==> src/rtl/mul_issue.sv <==
// Two-stage issue/capture wrapper around an external N x N unsigned multiplier.
// Stage 1 registers operand magnitudes; stage 2 restores the sign and selects the result half.
module mul_issue #(
    parameter int N     = 16,
    parameter int TAG_W = 5
) (
    input  logic             clk,
    input  logic             rst,
    input  logic             flush,
    input  logic             in_valid,
    output logic             in_ready,
    input  logic [1:0]       in_op,
    input  logic [N-1:0]     in_a,
    input  logic [N-1:0]     in_b,
    input  logic [TAG_W-1:0] in_tag,
    output logic [N-1:0]     mul_a,
    output logic [N-1:0]     mul_b,
    input  logic [2*N-1:0]   mul_p,
    output logic             out_valid,
    input  logic             out_ready,
    output logic [N-1:0]     out_data,
    output logic [TAG_W-1:0] out_tag
);

    localparam logic [1:0] OP_MUL    = 2'b00;
    localparam logic [1:0] OP_MULH   = 2'b01;
    localparam logic [1:0] OP_MULHSU = 2'b10;

    // Handshake: a transfer happens on a rising edge where valid and ready are both 1.
    // valid never depends on ready; in_ready may depend on out_ready and flush.

    logic             s1_valid;
    logic             s1_neg;
    logic [1:0]       s1_op;
    logic [TAG_W-1:0] s1_tag;

    logic             sa;
    logic             sb;
    logic [N-1:0]     mag_a;
    logic [N-1:0]     mag_b;
    logic             accept;
    logic             s1_adv;
    logic [2*N-1:0]   prod;
    logic [N-1:0]     result;

    always_comb begin
        sa    = in_a[N-1] & ((in_op == OP_MULH) | (in_op == OP_MULHSU));
        sb    = in_b[N-1] & (in_op == OP_MULH);
        // The most-negative value negates to itself, which is its correct unsigned magnitude.
        mag_a = sa ? -in_a : in_a;
        mag_b = sb ? -in_b : in_b;
    end

    assign s1_adv   = s1_valid & (~out_valid | out_ready);
    assign in_ready = ~flush & (~s1_valid | s1_adv);
    assign accept   = in_valid & in_ready;

    always_comb begin
        prod   = s1_neg ? -mul_p : mul_p;
        result = (s1_op == OP_MUL) ? prod[N-1:0] : prod[2*N-1:N];
    end

    // Stage 1: operand register feeding the multiplier.
    always_ff @(posedge clk) begin
        if (rst) begin
            s1_valid <= 1'b0;
            s1_neg   <= 1'b0;
            s1_op    <= 2'b00;
            s1_tag   <= '0;
            mul_a    <= '0;
            mul_b    <= '0;
        end else if (flush) begin
            s1_valid <= 1'b0;
        end else if (accept) begin
            s1_valid <= 1'b1;
            s1_neg   <= sa ^ sb;
            s1_op    <= in_op;
            s1_tag   <= in_tag;
            mul_a    <= mag_a;
            mul_b    <= mag_b;
        end else if (s1_adv) begin
            s1_valid <= 1'b0;
        end
    end

    // Stage 2: result register presented to writeback; data held during flush.
    always_ff @(posedge clk) begin
        if (rst) begin
            out_valid <= 1'b0;
            out_data  <= '0;
            out_tag   <= '0;
        end else if (flush) begin
            out_valid <= 1'b0;
        end else if (s1_adv) begin
            out_valid <= 1'b1;
            out_data  <= result;
            out_tag   <= s1_tag;
        end else if (out_ready) begin
            out_valid <= 1'b0;
        end
    end

endmodule

==> config.mk <==
export PLATFORM = sky130hd
export DESIGN_NAME = mul_issue
export DESIGN_NICKNAME = d
export VERILOG_FILES = /design/src/rtl/mul_issue.sv
export SDC_FILE = /design/constraint.sdc
export NUM_CORES = 1
export LEC_CHECK = 0
export BUFFER_PORTS_ARGS = -buffer_cell sky130_fd_sc_hd__clkbuf_2
export CAP_MARGIN = 20
export CORE_MARGIN = 2
export CORE_UTILIZATION = 40
export DETAILED_ROUTE_END_ITERATION = 12
export PLACE_DENSITY_LB_ADDON = 0.08
export SLEW_MARGIN = 15
export SYNTH_ARGS = -nofsm -noshare
export SYNTH_HDL_FRONTEND = slang
export SYNTH_SLANG_ARGS = --single-unit
==> constraint.sdc <==
create_clock -name clk -period 3.1 [get_ports clk]
set_input_delay 0.62 -clock clk [delete_from_list [all_inputs] [get_ports clk]]
set_output_delay 0.62 -clock clk [all_outputs]
set_load 0.05 [all_outputs]
### After elaboration in Yosys (flattened, before gate mapping)

Index checks and enable logic that the tools add are counted.

| word-level totals | value |
|---|---|
| logic and storage cells | 40 |
| bits of input ports | 76 |
| register bits | 63 |
| output and inout port bits | 55 |

| cells by class | value |
|---|---|
| add/subtract/negate cells | 3 |
| reduce and logical (&&, ||, !) cells | 6 |
| eq/ne operators | 2 |
| bitwise logic cells | 12 |
| multiplexer cells | 8 |

Operators by type and width:

| operator | count |
|---|---|
| $mux 16 | 3 |
| $mux 32 | 1 |
| $neg 16->16 | 2 |
| $neg 32->32 | 1 |
| $and 1x1->1 | 5 |
| $mux 1 | 4 |
| $reduce_and 2->1 | 2 |
| $reduce_bool 2->1 | 2 |
| $not 1->1 | 3 |
| $or 1x1->1 | 3 |
| $eq 2x1->1 const B | 1 |
| $eq 2x2->1 const B | 1 |
| $logic_not 2->1 | 1 |
| $reduce_or 2->1 | 1 |
| $xor 1x1->1 | 1 |

### Logic depth before layout (Yosys ltp)

| logic depth | value |
|---|---|
| depth in word-level cells | 7 |
| gate-level depth with buffers | 7 |
| mapped depth without buffers | 7 |

### Least setup slack after synthesis

No wires, ideal clock.

| timing | value |
|---|---|
| path type | flip-flop to flip-flop |
| from | register out_valid |
| to | register mul_b[13] |
| arrival | 2,603 ps |
| required time | 3,014 ps |
| buffers on the path | 2 |
| slack | 411 ps |
| clock period less this slack | 2,689 ps |
| stages on the path, launching flop included | 8 |
| library setup time | 86 ps |
| cells stage by stage | dfxtp_1 -> nor2b_1 -> a21oi_1 -> and2_1 -> clkbuf_1 -> buf_1 -> nor2_1 -> a211oi_1 |

| between the ends | value |
|---|---|
| cells in the longest elaborated chain, start to end | 7 |

Ends and longest elaborated chain:

| item | RTL line | RTL |
|---|---|---|
| start: declaration | 19 | `output logic out_valid,` |
| start signal: assignment | 89 | `out_valid <= 1'b0;` |
| start signal: assignment | 93 | `out_valid <= 1'b0;` |
| start signal: assignment | 95 | `out_valid <= 1'b1;` |
| $not 1->1 | 54 | `assign s1_adv = s1_valid & (~out_valid \| out_ready);` |
| $or 1x1->1 | 54 |  |
| $and 1x1->1 | 54 |  |
| $or 1x1->1 | 55 | `assign in_ready = ~flush & (~s1_valid \| s1_adv);` |
| $and 1x1->1 | 55 |  |
| via in_ready | 11 | `output logic in_ready,` |
| $and 1x1->1 | 56 | `assign accept = in_valid & in_ready;` |
| $reduce_and 2->1 (no line) | n/a |  |
| end signal: assignment | 80 | `mul_b <= mag_b;` |
| end: declaration | 17 | `output logic [N-1:0] mul_b,` |

The timed path passes the listed nets, and every way through them passes these cells.
A chain may end at the register's enable or synchronous reset.

### Final worst setup path

| timing | value |
|---|---|
| from | input mul_p[14] |
| to | register out_data[7] |

| between the ends | value |
|---|---|
| cells in the longest elaborated chain, start to end | 3 |

Ends and longest elaborated chain:

| item | RTL line | RTL |
|---|---|---|
| start: declaration | 18 | `input logic [2*N-1:0] mul_p,` |
| $neg 32->32 | 59 | `prod = s1_neg ? -mul_p : mul_p;` |
| $mux 32 | 59 |  |
| $mux 16 | 60 | `result = (s1_op == OP_MUL) ? prod[N-1:0] : prod[2*N-1:N];` |
| end signal: assignment | 96 | `out_data <= result;` |
| end: declaration | 21 | `output logic [N-1:0] out_data,` |

No other way between the ends.

==> impl_metrics.json <==
{
  "status": "complete, no violations",
  "clkPwrFrac_pct": 31.0,
  "syn_avg_cell_area_um2": 7.58,
  "setup_viol": 0,
  "area_overhead_vs_synth_pct": 25.7,
  "chipHeight_um": 102,
  "h-tree-depth": 3,
  "r2r_setup_slack_ps": 1090,
  "grt_usage_pct": 22.9,
  "clk_root_buffer_cell": "sky130_fd_sc_hd__clkbuf_8",
  "final.setup_skew_ps": 13.8,
  "max_clock_freq_mhz": 425,
  "worst_hold_path.endpoint": "out_tag[2]$_SDFFE_PP0P_",
  "worstPathRequired_ps": 3300,
  "syn_nets": 588,
  "synth_area_leaders": "sky130_fd_sc_hd__dfxtp_1 33%, sky130_fd_sc_hd__xnor2_1 6.1%, sky130_fd_sc_hd__a21oi_1 6.0%",
  "dominant_combinational_cell_family_by_area_after_synthesis": "simple AND/OR/NAND/NOR gates",
  "holdCritStartpoint": "s1_tag[2]$_SDFFE_PP0P_",
  "synthMostInstantiatedCell": "sky130_fd_sc_hd__dfxtp_1",
  "worst_case_reg_to_reg_path_depth": 6,
  "globalRoute.totalOverflow": 0,
  "postSynthRegisterBits": 63,
  "netlist.top_cell.by_area": "sky130_fd_sc_hd__dfxtp_1",
  "rr_startpoint": "s1_neg$_SDFFE_PP0P_",
  "cpMaxStageDelayCell": "sky130_fd_sc_hd__or4_1",
  "top_level_ports": 131,
  "maxCapViolations": 0,
  "floorplan.core_area_um2": 9280,
  "static_leakage_nw": 1.98,
  "setup_repair_after_global_routing_missed_its_margin": "no",
  "fin_ws_ps": 747,
  "synth_edf_count": 0,
  "layout.nets": 715,
  "grt_max_degree": 48,
  "synth_xor_area_share_pct": 9.10,
  "max_slew_margin_pct": 48.9,
  "clock_sinks": 63,
  "antennaDiodeCount": 0,
  "cts.clk_slew.worst_paths_ps": 80,
  "total_drc_errors_in_the_routed_layout": 0,
  "yosys.cell_types.count": 59,
  "first_global_vias": 3778,
  "detail_route.iter0.violations": 140,
  "synth.yosys.warnings": 0,
  "worstSetupPathType": "in -> reg",
  "worstPathBufferInverterCount": 1,
  "worst-endpoint-arrival_ps": 2560,
  "synth_top_cell_area_share_pct": 32.8,
  "power.net_switching_w": 0.000695,
  "tritoncts.num_buffers": 9,
  "p_seq_share_pct": 43.1,
  "grt_first_pass_wirelength_mm": 19.0,
  "cpPeakStageDelay_ps": 650,
  "finalHoldViolCount": 0,
  "place.gp.congestion": 0.935,
  "sequential_share_of_the_synthesized_area_pct": 32.8,
  "vdd.ir_drop.worst_mv": 0.214,
  "hold_class": "reg -> reg",
  "switching_share_pct": 34.5,
  "post_route_cells_drive_above_1_share_pct": 26.3,
  "floorplan.die.width_um": 102,
  "critical_path.cell_chain": "clkbuf_2 -> or4_4 -> or4_1 -> o31a_1 -> xnor2_1 -> a21oi_1",
  "final.fill_count": 969,
  "antenna_found_initial": 0,
  "synth-compound-area-share_pct": 25.6,
  "post_synth_and_or_nand_nor_area_fraction_pct": 26.0,
  "ctsResizeCount": 0,
  "worst_slew_pin_slew_ps": 761,
  "syn_area_um2": 3850,
  "worstHoldPathCells": 2,
  "first_pass_iters": 5,
  "power_per_cell_area_nw_per_um2": 417,
  "min_period_ps": 2350,
  "routed_wire_length_per_instance_um": 15.5,
  "totalNegativeSetupSlack_ps": 0,
  "ys.flop_type": "sky130_fd_sc_hd__dfxtp_1",
  "cts_hold_repair.buffers": 0,
  "comb_power_share_pct": 25.8,
  "post_cts_buffers": 0,
  "core.rowCount": 35,
  "synthesis.instances": 508,
  "routed-via-count": 4185,
  "worstSetupStartpointType": "primary input",
  "place_hpwl_mm": 8.81,
  "clk_path_buf_depth": 2,
  "initial_utilization_pct": 41.5,
  "final_antenna_net_count": 0,
  "end_kind": "flop",
  "design_internal_power_w": 0.00132,
  "routed_wirelength_mm": 11.9,
  "tritoncts": "done",
  "viasPerCell": 5.45,
  "report.final.slew_viol_count": 0,
  "cp_max_fo": 6,
  "clk_latency_ps": 340,
  "synth_commonest_cells": "63 x sky130_fd_sc_hd__dfxtp_1, 59 x sky130_fd_sc_hd__nand2_1, 51 x sky130_fd_sc_hd__nor2_1, 46 x sky130_fd_sc_hd__a21oi_1, 30 x sky130_fd_sc_hd__o21ai_0",
  "post_synth_fa_ha_maj_area_fraction_pct": 1.30,
  "min_period_over_period_pct": 75.9,
  "r2r-end": "out_data[12]$_SDFFE_PP0P_",
  "post_synth_mux_area_share_pct": 0.813,
  "design.die.area_um2": 10400,
  "numPortBuffers": 130,
  "path_delay_family": "simple AND/OR/NAND/NOR gates",
  "dp_worst_setup_slack_ps": 423,
  "asyncSetResetFlopFracSynth_pct": 0
}
## worst max path at each step
| stage | startpoint | depth (start not counted) | slack [ps] | endpoint |
|---|---|---|---|---|
| 2_1_floorplan | out_valid$_SDFFE_PP0P_ | 7 | 410 | mul_b[13]$_SDFFE_PP0P_ |
| 3_3_place_gp | mul_p[14] | 6 | 460 | out_data[5]$_SDFFE_PP0P_ |
| 3_5_place_dp | mul_p[14] | 6 | 420 | out_data[7]$_SDFFE_PP0P_ |
| 4_1_cts | mul_p[14] | 6 | 780 | out_data[7]$_SDFFE_PP0P_ |
| 5_1_grt | mul_p[0] | 8 | 660 | out_data[4]$_SDFFE_PP0P_ |
| 6_report | mul_p[14] | 6 | 750 | out_data[7]$_SDFFE_PP0P_ |
## layout make-up
type	count	area, um2	share of cell area (%)
clock inverters	4	22.5	0.466
multi-input cells	401	2420	50.1
well taps	129	161	3.34
flip-flops and latches	63	1260	26.1
inverters	16	60.1	1.24
clock buffers	11	141	2.92
repair buffers	144	768	15.9
## worst min-delay path, stage by stage (launching register included)
cell                      delay, ps
sky130_fd_sc_hd__dfxtp_1        310
sky130_fd_sc_hd__nand2_1         50
sky130_fd_sc_hd__a21oi_1         50
## routing by layer
metal / global-route usage [%] / wire length [um]
met2: 36.7 / 5560
met3: 5.40 / 944
met1: 30.8 / 5270
met4: 6.26 / 113
met5: 0 / 0
## through the flow
step | cell area [um2] | hold slack, ps | power [W] | util, % | instances
5_1_grt | 4840 | 474 | 0.00213 | 52.1 | 768
4_1_cts | 4840 | 444 | 0.00204 | 52.1 | 768
6_report | 4840 | 444 | 0.00202 | 52.1 | 768
3_3_place_gp | 4670 | 439 | 0.00140 | 50.3 | 753
3_5_place_dp | 4670 | 447 | 0.00141 | 50.3 | 753
2_1_floorplan | 3850 | 432 | 0.00123 | - | 508
## power by group through the flow
| stage | logic (W) | clock network, W | registers (W) |
|---|---|---|---|
| CTS | 0.000521 | 0.000649 | 0.000870 |
| finish | 0.000520 | 0.000626 | 0.000870 |
| detailed placement | 0.000518 | 0 | 0.000888 |
| global placement | 0.000517 | 0 | 0.000887 |
| global route | 0.000566 | 0.000688 | 0.000875 |
| floorplan | 0.000221 | 0 | 0.00101 |
## cells by family (layout without fill, tap and decap cells)
kind of cell    after synthesis  in the layout
buf+inv                      44            175
compound gates              154            154
fa+ha+maj                     4              4
xor+xnor                     40             40
mux                           3              3
simple gates                200            200
flops                        63             63
## state kept, by name, indices dropped and copies added (netlist names)
signal and cells:
mul_a 16, mul_b 16, out_data 16, out_tag 5, s1_tag 5, s1_op 2
out_valid 1, s1_neg 1, s1_valid 1
## cell usage in the layout (no fill, tap or decap), types with 4 or more instances in the layout
master and n:
sky130_fd_sc_hd__clkbuf_2 130, sky130_fd_sc_hd__dfxtp_1 63, sky130_fd_sc_hd__nand2_1 59, sky130_fd_sc_hd__nor2_1 51, sky130_fd_sc_hd__a21oi_1 46, sky130_fd_sc_hd__o21ai_0 30, sky130_fd_sc_hd__xnor2_1 27, sky130_fd_sc_hd__a211oi_1 19
sky130_fd_sc_hd__nor3_1 18, sky130_fd_sc_hd__a31oi_1 17, sky130_fd_sc_hd__inv_1 15, sky130_fd_sc_hd__xor2_1 13, sky130_fd_sc_hd__buf_4 13, sky130_fd_sc_hd__nor4_1 12, sky130_fd_sc_hd__nand3_1 11, sky130_fd_sc_hd__clkbuf_8 10
sky130_fd_sc_hd__or3_1 7, sky130_fd_sc_hd__a41oi_1 7, sky130_fd_sc_hd__nand2b_1 6, sky130_fd_sc_hd__or4_1 6, sky130_fd_sc_hd__nor2b_1 4, sky130_fd_sc_hd__and3_1 4, sky130_fd_sc_hd__o31ai_1 4, sky130_fd_sc_hd__nand4_1 4
sky130_fd_sc_hd__ha_1 4
Note: power is estimated with default switching activity, not from simulation.
